--- src/rtl/sc_ball_shifter.sv ---
// Player-1 pong ball shifter: one-hot ball in bits 7..4, moved one step per game tick.
// Define SC_BALLSHIFTER_SPEEDUP_EN to shorten the tick period after each successful paddle hit.
module sc_ball_shifter #(
    parameter int                   DATAWIDTH       = 8,
    parameter int                   PRESCALER_WIDTH = 24,
    parameter int                   TICK_DIV        = 12500000,
    parameter logic [DATAWIDTH-1:0] SERVE_VALUE     = 8'b01000000
) (
    input  logic                 SC_BALLSHIFTER_CLOCK_50,
    input  logic                 SC_BALLSHIFTER_RESET_InLow,
    input  logic                 SC_BALLSHIFTER_start_InLow,
    input  logic                 SC_BALLSHIFTER_hit_InLow,
    input  logic                 SC_BALLSHIFTER_izquierda_InLow,
    input  logic                 SC_BALLSHIFTER_derecha_InLow,
    output logic [DATAWIDTH-1:0] SC_BALLSHIFTER_data_OutBUS,
    output logic                 SC_BALLSHIFTER_miss_OutLow,
    output logic                 SC_BALLSHIFTER_tick_OutHigh
);

    typedef enum logic [1:0] {IDLE, MOVE_LEFT, MOVE_RIGHT, MISS} state_t;

    localparam logic [PRESCALER_WIDTH-1:0] TICK_DIV_W = PRESCALER_WIDTH'(TICK_DIV);
    localparam logic [PRESCALER_WIDTH-1:0] ONE_W      = PRESCALER_WIDTH'(1);

    state_t                      state;
    logic [PRESCALER_WIDTH-1:0]  prescaler;
    logic [PRESCALER_WIDTH-1:0]  reload;
    logic [DATAWIDTH-1:0]        data;
    logic                        miss_n;
    logic                        moving;
    logic                        tick;
    logic                        hit_ok;

    assign moving = (state == MOVE_LEFT) || (state == MOVE_RIGHT);
    assign tick   = moving && (prescaler == reload - ONE_W);
    assign hit_ok = tick && (state == MOVE_LEFT) && (data != '0)
                    && !SC_BALLSHIFTER_izquierda_InLow && !SC_BALLSHIFTER_hit_InLow;

`ifdef SC_BALLSHIFTER_SPEEDUP_EN
    localparam logic [PRESCALER_WIDTH-1:0] FLOOR_W = PRESCALER_WIDTH'(TICK_DIV >> 2);

    logic [PRESCALER_WIDTH-1:0] reload_dec;
    logic [PRESCALER_WIDTH-1:0] reload_next;

    always_comb begin
        reload_dec  = reload - (reload >> 3);
        reload_next = (reload_dec < FLOOR_W) ? FLOOR_W : reload_dec;
    end

    // Reload shrinks on each returned ball and is restored on every serve.
    always_ff @(posedge SC_BALLSHIFTER_CLOCK_50 or negedge SC_BALLSHIFTER_RESET_InLow) begin
        if (!SC_BALLSHIFTER_RESET_InLow) begin
            reload <= TICK_DIV_W;
        end else if (state == IDLE && !SC_BALLSHIFTER_start_InLow) begin
            reload <= TICK_DIV_W;
        end else if (hit_ok) begin
            reload <= reload_next;
        end
    end
`else
    assign reload = TICK_DIV_W;
`endif

    always_ff @(posedge SC_BALLSHIFTER_CLOCK_50 or negedge SC_BALLSHIFTER_RESET_InLow) begin
        if (!SC_BALLSHIFTER_RESET_InLow) begin
            state     <= IDLE;
            data      <= '0;
            miss_n    <= 1'b1;
            prescaler <= '0;
        end else begin
            miss_n <= 1'b1;
            case (state)
                IDLE: begin
                    prescaler <= '0;
                    if (!SC_BALLSHIFTER_start_InLow) begin
                        data  <= SERVE_VALUE;
                        state <= MOVE_RIGHT;
                    end
                end
                MOVE_RIGHT, MOVE_LEFT: begin
                    if (!tick) begin
                        prescaler <= prescaler + ONE_W;
                    end else begin
                        prescaler <= '0;
                        // An empty vector can only come from corruption; drop back without a miss.
                        if (data == '0) begin
                            state <= IDLE;
                        end else if (state == MOVE_RIGHT) begin
                            if (!SC_BALLSHIFTER_derecha_InLow) begin
                                state <= MOVE_LEFT;
                                data  <= data << 1;
                            end else begin
                                data <= data >> 1;
                            end
                        end else if (SC_BALLSHIFTER_izquierda_InLow) begin
                            data <= data << 1;
                        end else if (!SC_BALLSHIFTER_hit_InLow) begin
                            state <= MOVE_RIGHT;
                            data  <= data >> 1;
                        end else begin
                            state  <= MISS;
                            data   <= '0;
                            miss_n <= 1'b0;
                        end
                    end
                end
                MISS: begin
                    prescaler <= '0;
                    state     <= IDLE;
                end
                default: begin
                    prescaler <= '0;
                    state     <= IDLE;
                end
            endcase
        end
    end

    assign SC_BALLSHIFTER_data_OutBUS  = data;
    assign SC_BALLSHIFTER_miss_OutLow  = miss_n;
    assign SC_BALLSHIFTER_tick_OutHigh = tick;

endmodule
--- config.mk ---
export PLATFORM = sky130hd
export DESIGN_NAME = sc_ball_shifter
export DESIGN_NICKNAME = d
export VERILOG_FILES = /design/src/rtl/sc_ball_shifter.sv
export SDC_FILE = /design/constraint.sdc
export NUM_CORES = 1
export LEC_CHECK = 0
export ABC_AREA = 1
export CAP_MARGIN = 20
export CORE_AREA = 2 2 75 95
export DETAILED_ROUTE_END_ITERATION = 16
export DIE_AREA = 0 0 77 97
export SYNTH_ARGS = -nofsm -noshare
export SYNTH_HDL_FRONTEND = slang
export SYNTH_SLANG_ARGS = --single-unit
--- constraint.sdc ---
create_clock -name SC_BALLSHIFTER_CLOCK_50 -period 4.1 [get_ports SC_BALLSHIFTER_CLOCK_50]
set_input_delay 0.82 -clock SC_BALLSHIFTER_CLOCK_50 [delete_from_list [all_inputs] [get_ports SC_BALLSHIFTER_CLOCK_50]]
set_output_delay 0.82 -clock SC_BALLSHIFTER_CLOCK_50 [all_outputs]
set_load 0.02 [all_outputs]
==> results.md <==
- Post-synthesis compound-gate area fraction: 0.0439
- Cts bufs inserted: 5
- CORE AREA: 6520 sq um
- Layout Nets: 339
- GRT Total Usage: 0.146
- Share of cells above drive strength 1: 0.0970
- Simple-gate share of the synthesized area: 0.426
- Area of the mapped netlist: 2190 sq um
- Reg2Reg Launch Point: state[0]
- Adder-cell share of the synthesized area: 0.0228
- Antenna violations before repair: 0
- PwrDens: 536 nW/um^2
- Largest net degree at the start of global routing: 36
- Synth warn: 0
- Remaining DRCs: 0
- Worst Path Max Fanout: 9
- Synth Instances: 311
- Detailed-route via count: 1937
- Routed length per instance: 12.1 um
- Met2 Routed Length: 2.58 mm
- Iter 0 DRT Violations: 139
- Share of the synthesized area in the top cell type: 0.388
- Routed Antenna Nets: 0
- Setup CP Type: flip-flop to output port
- Crit. Startpoint: state[1]
- Clock latency on the worst-skew pair: 0.29 ns
- Clock sink count: 35
- Top post-synthesis cells by count: 89 x nand2_1, 55 x nor2_1, 37 x inv_1
- # IOs: 16
- DRT met1 WL: 2.25 mm
- Die X: 77 um
- Routability cong.: 0.868
- Setup bufs post-CTS: 0
- EDFF count, synth: 0
- Leak: 1.18 nW
- Worst Hold Class: flip-flop to flip-flop
- Mean post-synth cell area: 7.05 sq um
- PostCTS Resize Cnt: 0
- Ys async rst share: 1.00
- Initial Util: 0.336
- Die Height: 97 um
- Crit path DAT: 2.11 ns
- Syn_nets: 321
- Hold Crit Start: prescaler[0]
- Sequential area share after synthesis: 0.400
- Setup Skew: 0.00758 ns
- Synth top area cells: dfrtp_1 39%, nand2_1 15%, nor2_1 9.4%, inv_1 6.3%, nand4_1 4.0%
- Htree depth: 2
- Final WL: 5.06 mm
- Fmax: 341 MHz
- Vias in the first global route: 1927
- N_diodes: 0
- Clk slew on worst S/H paths: 0.07 ns
- CTS tree: done
- Buffers added on ports: 15
- First-pass GRT wire length: 8.89 mm
- Post-synth top flop: dfrtp_1
- Num rows: 33
- Synth Area in XOR/XNOR: 0.0200
- Endpoints failing setup: 0
- Number of synthesized register bits: 35
- Setup_tns: 0 ns
- Crit path time final: 2.93 ns
- Yosys top cell by area: dfrtp_1
- Top Metal Used: met4
- Crit path required time: 3.28 ns
- Least-Margin Pin Slew: 0.812 ns
- Drt first pass iters: 4
- Largest family of logic cells by synthesized area: simple AND/OR/NAND/NOR gates
- Slew headroom: 0.459
- Area Growth Syn to Fin: 14.7%
- Maximum vdd ir drop: 284 uV
- Multiplexer share of the synthesized area: 0
- Routed length on met3: 157 um
- Dpl hpwl: 3.67 mm
- Synth cell types: 32
- Critical path endpoint category: output port
- Fin. Hold Viols: 0
- Total power: 1.35 mW
- Most numerous cell in the Yosys netlist: nand2_1
- Max clock buf depth: 2
- Hold_buf cts: 0
- Vias per cell: 4.65
- Overflow after GRT: 0
- CTS root buf: clkbuf_8
- CP startpoint kind: flip-flop
- Min Hold Slack: 0.458 ns
- Status: finished, final reports clean
- Unrepaired setup endpoints after global routing: false
- Final Max Slew Viols: 0
- Period Utilization, post-route: 0.716
- Die ar.: 7470 sq um
- Max-Cap Viols: 0
[cells in the final DEF (no fill, tap or decap), types with 2 or more instances in the layout]
master            n
nor3b_1           2
nand2_1          89
nor2_4            4
inv_1            37
nand4_1          14
nand2_2           3
inv_2             5
o21ai_0           3
o21ai_1           2
nor2_1           55
a21oi_1           8
o21bai_1          2
nor3_1            9
clkbuf_8          7
clkdlybuf4s50_1  14
nand3_2           4
nor2_2            3
dfrtp_1          34
xor2_1            4
nand3_1          15
ha_1              4
[metal layers]
metal,global-route usage,vias to the layer above
met3,0.0224,6
met4,0.0453,0
li1,-,1014
met5,0,-
met1,0.184,888
met2,0.254,29
[critical path, cell delays in order, from the launching register on]
cell	delay, ns
dfrtp_1	0.39
inv_1	0.06
ha_1	0.45
inv_2	0.16
nor2_1	0.15
clkdlybuf4s50_1	0.62
[through the flow]
| step | instances | utilization | cell area [sq um] | worst slack (ns) |
|---|---|---|---|---|
| 6_report | 417 | 0.386 | 2520 | 1.17 |
| 5_1_grt | 417 | 0.386 | 2520 | 1.04 |
| 4_1_cts | 417 | 0.386 | 2520 | 1.17 |
| 3_5_place_dp | 409 | 0.370 | 2420 | 1.50 |
| 3_3_place_gp | 409 | 0.370 | 2420 | 1.52 |
| 2_1_floorplan | 311 | - | 2190 | 2.03 |
[power by group]
part	internal [mW]	total, mW	switching, mW
combinational	0.198	0.629	0.431
clock	0.153	0.278	0.125
sequential	0.395	0.442	0.0477
total	0.746	1.35	0.604
[state kept, by name, summed over array words and instances (netlist names)]
name                        cells
SC_BALLSHIFTER_miss_OutLow      1
prescaler                      24
state                           2
SC_BALLSHIFTER_data_OutBUS      8
[path summary, 6_finish.rpt]
| check | end | cells past startpoint | slack [ns] |
|---|---|---|---|
| setup reg to reg | SC_BALLSHIFTER_data_OutBUS[2] | 8 | 2.17 |
| hold / removal | prescaler[0] | 1 | 0.46 |
| max in group asynchronous | state[1] | 1 | 2.96 |
| hold reg to reg | prescaler[0] | 1 | 0.46 |
| min in group asynchronous | prescaler[19] | 1 | 0.62 |
| setup / recovery | SC_BALLSHIFTER_tick_OutHigh | 5 | 1.17 |
[final cells by class]
| class | count | area, sq um |
|---|---|---|
| clock buffer | 8 | 100 |
| fill | 721 | 4010 |
| inverter | 43 | 161 |
| multi-input combinational | 229 | 1120 |
| sequential | 35 | 877 |
| tap | 87 | 109 |
| timing repair buffer | 15 | 145 |
[logic make-up (layout without fill, tap and decap cells)]
kind of cell | Yosys count | in the layout
AOI/OAI and AO/OA | 17 | 17
and+or+nand+nor | 203 | 203
DFF | 35 | 35
adders and majority gates | 4 | 4
buffers and inverters | 47 | 66
xor gates and xnor gates | 5 | 5
No activity file was read; power rests on OpenSTA's default activity.
